## src/rtl/md4hashchecker.sv

```systemverilog
// MD4 digest checker: scans a table of target hashes, one slot per clock,
// and answers each accepted check request with a single verdict pulse.
//
// Ports:
//   clk, rst_n          clock and asynchronous active-low reset
//   checker_checkrdy    one-cycle request pulse; checker_next_hash is valid
//   checker_next_hash   128-bit byte-swapped digest to look up
//   tgt_we/waddr/wdata  write one target slot and mark it valid
//   tgt_clear           invalidate every slot (wins over tgt_we)
//   checker_resultrdy   one-cycle verdict pulse
//   checker_matchfound  verdict, held until the next accepted request
//   match_index         lowest matching slot (meaningful when matchfound)
//   busy                high while a scan or response is in flight
//   match_count         saturating number of matches since reset

module md4hashchecker #(
    parameter int NUM_TARGETS = 8,
    parameter int IDX_W       = 3
) (
    input  logic             clk,
    input  logic             rst_n,
    input  logic             checker_checkrdy,
    input  logic [127:0]     checker_next_hash,
    input  logic             tgt_we,
    input  logic [IDX_W-1:0] tgt_waddr,
    input  logic [127:0]     tgt_wdata,
    input  logic             tgt_clear,
    output logic             checker_resultrdy,
    output logic             checker_matchfound,
    output logic [IDX_W-1:0] match_index,
    output logic             busy,
    output logic [15:0]      match_count
);

    typedef enum logic [1:0] {
        IDLE,
        SCAN,
        RESP
    } state_t;

    state_t               state_q;
    logic [127:0]         hash_q;
    logic [IDX_W-1:0]     idx_q;
    logic [127:0]         slot_q [NUM_TARGETS];
    logic [NUM_TARGETS-1:0] valid_q;

    logic hit;
    logic last;

    // The compare reads the registered table, so a write landing on the
    // same edge only becomes visible to later compares.
    assign hit  = valid_q[idx_q] && (slot_q[idx_q] == hash_q);
    assign last = (idx_q == IDX_W'(NUM_TARGETS - 1));

    // Hash storage carries no reset; validity alone decides what can match.
    always_ff @(posedge clk) begin
        if (tgt_we && !tgt_clear) begin
            slot_q[tgt_waddr] <= tgt_wdata;
        end
    end

    always_ff @(posedge clk or negedge rst_n) begin
        if (!rst_n) begin
            valid_q <= '0;
        end else if (tgt_clear) begin
            valid_q <= '0;
        end else if (tgt_we) begin
            valid_q[tgt_waddr] <= 1'b1;
        end
    end

    always_ff @(posedge clk or negedge rst_n) begin
        if (!rst_n) begin
            state_q            <= IDLE;
            hash_q             <= '0;
            idx_q              <= '0;
            checker_resultrdy  <= 1'b0;
            checker_matchfound <= 1'b0;
            match_index        <= '0;
            busy               <= 1'b0;
            match_count        <= '0;
        end else begin
            case (state_q)
                IDLE: begin
                    if (checker_checkrdy) begin
                        hash_q             <= checker_next_hash;
                        idx_q              <= '0;
                        busy               <= 1'b1;
                        checker_matchfound <= 1'b0;
                        state_q            <= SCAN;
                    end
                end
                SCAN: begin
                    if (hit) begin
                        checker_matchfound <= 1'b1;
                        match_index        <= idx_q;
                        checker_resultrdy  <= 1'b1;
                        state_q            <= RESP;
                        if (match_count != 16'hFFFF) begin
                            match_count <= match_count + 16'd1;
                        end
                    end else if (last) begin
                        checker_matchfound <= 1'b0;
                        checker_resultrdy  <= 1'b1;
                        state_q            <= RESP;
                    end else begin
                        idx_q <= idx_q + IDX_W'(1);
                    end
                end
                RESP: begin
                    // A request arriving here is dropped, not queued.
                    checker_resultrdy <= 1'b0;
                    busy              <= 1'b0;
                    state_q           <= IDLE;
                end
                default: begin
                    checker_resultrdy <= 1'b0;
                    busy              <= 1'b0;
                    state_q           <= IDLE;
                end
            endcase
        end
    end

endmodule

```

## config.mk

```make
export PLATFORM = sky130hd
export DESIGN_NAME = md4hashchecker
export DESIGN_NICKNAME = d
export VERILOG_FILES = /design/src/rtl/md4hashchecker.sv
export SDC_FILE = /design/constraint.sdc
export NUM_CORES = 1
export LEC_CHECK = 0
export CORE_MARGIN = 4
export CORE_UTILIZATION = 35
export DETAILED_ROUTE_END_ITERATION = 10
export GPL_ROUTABILITY_DRIVEN = 0
export GPL_TIMING_DRIVEN = 0
export PLACE_DENSITY = 0.52
export SLEW_MARGIN = 0
export SYNTH_ARGS = -nofsm -noshare
export SYNTH_HDL_FRONTEND = slang
export SYNTH_SLANG_ARGS = --single-unit
```

## constraint.sdc

```tcl
create_clock -name clk -period 12.2 [get_ports clk]
set_clock_uncertainty 0.2 [all_clocks]
set_input_delay 3.05 -clock clk [delete_from_list [all_inputs] [get_ports clk]]
set_output_delay 3.05 -clock clk [all_outputs]
set_load 0.02 [all_outputs]
```

# --- Yosys cells after proc, flatten, opt, wreduce, memory -nomap -nowiden ---
# Memories as Yosys holds them, arrays and structs flattened.
# Index checks and enable logic that the tools add are counted.
totals:
  ff_bits: 163
  mem_bits_rw: 1024
  output_inout_bits: 22
  mem_count: 1
memory_table:
  columns: ["name", "depth", "width", "rd", "rd_clocked_by_memory_dff", "write_ports", "line", "text"]
  rows:
  - ["slot_q", 8, 128, 1, 0, 1, "44", "logic [127:0] slot_q [NUM_TARGETS];"]
op_classes:
  n_addsub: 2
  magnitude_cmp: 3
  eq_ne: 8
  muxes: 25
  n_bitwise: 3
  reduce_logical: 15
ops:
  columns: ["operator", "n"]
  rows:
  - ["equality test 128 bit", 1]
  - ["adder 16 x 1 -> 16 bit (second input constant)", 1]
  - ["2-to-1 mux 8 bit", 2]
  - ["inequality test 16 bit (second input constant)", 1]
  - ["2-to-1 mux 1 bit", 10]
  - ["AND reduction 2 bit", 5]
  - ["2-to-1 mux 3 bit", 3]
  - ["< comparator 3 x 4 -> 1 bit (second input constant)", 2]
  - ["OR 8 bit", 1]
  - ["2-to-1 mux 2 bit", 3]
  - ["inequality test 2 bit (second input constant)", 3]
  - ["case mux 1 bit (2 select lines)", 3]
  - ["case mux 3 bit (2 select lines)", 1]
  - ["AND reduction 3 bit", 2]
  - ["case mux 2 bit (2 select lines)", 1]
  - ["AND reduction 4 bit", 1]
  - ["nonzero test 2 bit", 2]
  - ["adder 3 x 1 -> 3 bit (second input constant)", 1]
  - ["binary-select mux 1 bit (select 3 bit)", 1]
  - ["demux 1 bit (select 3 bit)", 1]
  - ["equality test 3 bit (second input constant)", 1]
  - [">= comparator 3 x 1 -> 1 bit (second input constant)", 1]
  - ["logical AND 1 bit", 3]
  - ["inequality test 3 bit (second input constant)", 1]
  - ["4 further kinds", 5]

# --- Logic depth before layout (Yosys ltp) ---
logic_depth:
  ltp_word: 7
  mapped_depth: 17

# --- Worst setup path before layout ---
# No wires, ideal clock.
synth_timing:
  kind: "input to register"
  from: "input tgt_waddr[0]"
  to: "memory slot_q[4][0] (enable)"
  setup_ps: 947
  t_arrival_ps: 15533
  required_ps: 11053
  slack_ps: -4480
  path_stages: 1
  n_path_buf: 0
  cell_sequence: "nor4_1"
synth_rtl:
  columns: ["item", "line", "text"]
  rows:
  - ["start, declared", "25", "input logic [IDX_W-1:0] tgt_waddr,"]
  - ["end, declared", "44", null]
# Straight into the memory's write port.

# --- Worst setup path after layout ---
layout_timing:
  from: "register idx_q[1]"
  to: "register match_count[15]"
layout_via:
  elab_chain_len: 4
  elab_cells_between_ends: 6
  classes_between: "1 x eq/ne; 2 x mux; 2 x reduce/logical; 1 x memory"
layout_rtl:
  columns: ["item", "line", "text"]
  rows:
  - ["start, declared", "43", "logic [IDX_W-1:0] idx_q;"]
  - ["start signal, assigned", "107", "idx_q <= idx_q + IDX_W'(1);"]
  - ["memory read (8 x 128 bit) or binary-select mux 1 bit (select 3 bit) (tied branches)", null, null]
  - ["equality test 128 bit or 2-to-1 mux 1 bit (tied branches)", "52", "assign hit = valid_q[idx_q] && (slot_q[idx_q] == hash_q);"]
  - ["logical AND 1 bit *", "52", null]
  - ["AND reduction 3 bit (no source line) *", null, null]
  - ["end signal, assigned", "100", "match_count <= match_count + 16'd1;"]
  - ["end, declared", "32", "output logic [15:0] match_count"]
# Mark *: on every way between the ends. The rest lies on a longest branch, timed or not. The select of a mux whose other input is x is not followed.
# A chain may end at the register's enable or synchronous reset.

==> flow_results.org <==
** CTS
- Clock tree buffer depth :: 3
- After clock tree synthesis, the repair step resized 0 gates.
- The H-tree was split into 3 levels.
- Counting the buffers created by CTS gives 120.
- Number of buffers inserted by post-CTS setup repair :: 0
- TritonCTS built the clock tree.
- In this run the clock root is driven by a clkbuf_16.
- Clock transition at the register clock pins on the worst setup and hold paths after CTS :: 0.06 ns
- CTS saw 1187 sinks.
- Worst skew pair latency :: 0.73 ns
- Hold bufs inserted after CTS :: 0

** Critical path
- Biggest fanout along the worst timing path :: 10
- Combined buffer and inverter count along the critical path :: 5
- The worst setup path is launched from a flop.
- Crit Path Category :: reg -> reg
- STA classifies the critical path endpoint as a flop.
- Required time of the critical path :: 12.61 ns
- Traced cell by cell, the critical path runs through buf_2 > buf_4 > buf_2 > buf_1 > mux4_2 > nand2_1 > nand2_1 > xor2_1 > nor4_1 > nand4_1 > nor4_2 > nand3_2 > buf_6 > nor4_2 > mux2_1.
- On the critical path, the stage with the largest delay is an instance of nor4_1.
- CP Data Arrival Time :: 7.09 ns
- Delay of the slowest cell on the worst path :: 1.23 ns
- Kind of cell with the highest combined delay on the critical path :: simple AND/OR/NAND/NOR gates

** Place
- Summed over all nets, the half-perimeter wirelength after detailed placement is 99500 um.
- Area of placed instances :: 53300 um2
- Number of port buffers :: 285
- Post-placement cell count :: 4378
- Placement Setup Slack :: 5.52 ns

** Route
- Number of routed nets with antenna violations :: 0
- Final WL :: 140000 um
- Before antenna repair, the detailed router went through 5 iterations.
- Via Count :: 24000
- For this run, design rule violations remaining after detail routing come to 0.
- In the routed layout, each cell is associated on average with a via count of 5.19.
- DR iter-0 viols :: 2000
- Average detailed-routed wire length per instance :: 30.3 um

** Timing
- Worst hold slack after final layout :: 0.283 ns
- Tcrit/Tclk final :: 54.8%
- The total count of hold-check failures in the final report was 0.
- The final count of pins violating max slew was 2.
- Setup violators final :: 0
- Across all setup checks in the final design, the least slack found is 5.52 ns.
- For this run, the top clock speed supported by timing is 0.150 GHz.
- Total negative setup slack :: 0 ns
- Setup repair after global routing missed its margin :: no
- At the pin with the least slew margin, the transition time is 1.59 ns.
- Headroom to the max-slew limit came out at -7.09%.
- Clock period minus final worst setup slack :: 6.68 ns

** Synthesis
- Cell type with the largest total area after synthesis :: edfxtp_1
- Most frequent cell after synthesis :: edfxtp_1
- By count the netlist is led by 1024 x edfxtp_1, 197 x mux4_2, 185 x mux2_2.
- By area the synthesized netlist is led by edfxtp_1 66%, mux4_2 9.6%, dfrtp_1 8.8%.
- Primary FF master, synth :: edfxtp_1
- The top cell type by area accounts for 66.5% of the synthesized area.
- Of the synthesized area, sequential elements account for 75.3%.
- Cell count after synthesis :: 2251
- Syn Nets :: 2518
- For this run, asynchronously set or reset flops after synthesis account for 13.7%.
- Number of flip-flops and latches in the synthesized netlist :: 1187
- After synthesis the cells add up to 46300 um2.
- Synth Area per Inst :: 20.6 um2
- YS warnings :: 0
- Distinct cell type count after synthesis :: 64
- Counting flops with a built-in enable in the synthesized netlist gives 1024.

** GRT
- Pin count of the biggest net entering global routing :: 84
- Grt met1 use :: 26.5%
- Gr busiest metal :: met2
- The first global-routing pass estimated 193000 um of wire.
- Global Route Usage Sum :: 20.2%
- For this run the aggregate overflow at the end of global routing stands at 0.
- Met3 layer usage reported by global route :: 4.51%
- Global routing consumed, on the met2 layer, 33.9% of the routing resources.
- The via count of the first global-routing pass was 24700.
- Antenna violations before repair :: 38

** Pwr
- Share of total power in sequential cells :: 39.5%
- In this run the static leakage power is 19.5 nW.
- Dividing total power by cell area gives a power density of 217 nW/um2.
- Max rail drop VDD :: 130 uV
- Combinational cells account for 29.7% of the total power.
- In this run the power spent charging and discharging nets is 3.89 mW.
- The internal power of the cells totals 8.59 mW.
- Net switching is 31.2% of the power.
- In this run, the clock network consumes 30.8% of the power.

** Worst hold path
- The min-delay analysis places its worst path in the category reg -> reg.

** Final layout
- Final cell count without fillers :: 4621
- After the last flow step, the layout net total stands at 3012.
- Fraction of layout instances using a drive strength above 1 :: 26.4%
- Synthesis-to-layout area growth :: 24.3%
- Fill count :: 11300
- Summing all non-filler instances in the final layout gives an area of 57500 um2.

** Run
- Max-capacitance violation count :: 1

** Floorplan
- Number of placement rows :: 133
- The floorplan step set the die height to 372 um.
- Die Span X :: 372 um
- Initial cell density of the core :: 35.2%
- Core area :: 131000 um2
- # IOs :: 286
- The floorplan step defined a die boundary enclosing 138000 um2.

** Status
- Violations in the final reports :: capacitance limit, slew limit
- The run finished, with violations left.
-- sequential cells by signal, indices dropped and copies added, names as in the netlist --
name	flops
valid_q	8
state_q	2
match_index	3
checker_matchfound	1
hash_q	128
idx_q	3
slot_q	1024
match_count	16
busy	1
checker_resultrdy	1
-- logic make-up after synthesis --
family / after synthesis / share of synthesized area, %
adder cells (fa/ha/maj): 3 / 0.0811
AO/OA/AOI/OAI: 120 / 1.81
AND/OR/NAND/NOR: 189 / 2.16
XOR/XNOR: 112 / 2.12
multiplexers: 536 / 17.4
flip-flops: 1187 / 75.3
buffers and inverters: 104 / 1.10
-- routing by layer --
metal | wire (um) | vias to the layer above
met4 | 3550 | 22
met5 | 143 | -
met1 | 57600 | 12800
met3 | 9570 | 185
met2 | 69000 | 762
li1 | - | 10200
-- layout make-up --
class,instances,area [um2],area share (%)
flip-flops and latches,1187,34800,60.6
multi-input cells,960,11000,19.1
repair buffers,372,4710,8.19
clock buffers,172,3480,6.06
well taps,1755,2200,3.82
clock inverters,57,713,1.24
plain buffers,97,495,0.862
diodes,14,35.0,0.0609
inverters,7,26.3,0.0457
-- final timing paths --
check	start	slack (ns)	endpoint	cells past startpoint
setup / recovery	idx_q[1]	5.52	match_count[15]	15
hold / removal	valid_q[6]	0.28	valid_q[6]	1
setup reg to reg	idx_q[1]	5.52	match_count[15]	15
hold reg to reg	valid_q[6]	0.28	valid_q[6]	1
max in group asynchronous	rst_n	8.62	hash_q[18]	2
min in group asynchronous	rst_n	2.15	hash_q[1]	1
-- through the flow --
step / power (mW) / utilization (%)
2_1_floorplan: 7.26 / -
3_3_place_gp: 8.74 / 39.0
3_5_place_dp: 8.79 / 40.5
4_1_cts: 12.7 / 43.7
5_1_grt: 13.0 / 43.7
6_report: 12.5 / 43.7
-- cell usage in the layout, fill, tap and decap left out, drive strengths merged, types with 13 or more instances in the layout --
cell              n
mux2            190
buf             161
clkbuf          196
diode            14
nand4            21
edfxtp         1024
nor4             14
nand3            13
clkdlybuf4s50   284
nor3             14
nor2             26
mux2i           149
mux4            197
nand2            57
dfrtp           163
xnor2            36
bufinv           15
o21ai            19
o22ai            33
xor2             76
clkinv           38
a22oi            17
-- power groups by stage --
stage	Combinational (mW)	Clock, mW	Sequential (mW)
floorplan	2.32	0	4.94
global placement	3.72	0	5.02
detailed placement	3.77	0	5.01
CTS	3.79	3.93	4.93
global route	3.94	4.10	4.96
finish	3.71	3.85	4.93
No activity file was read; power rests on OpenSTA's default activity.
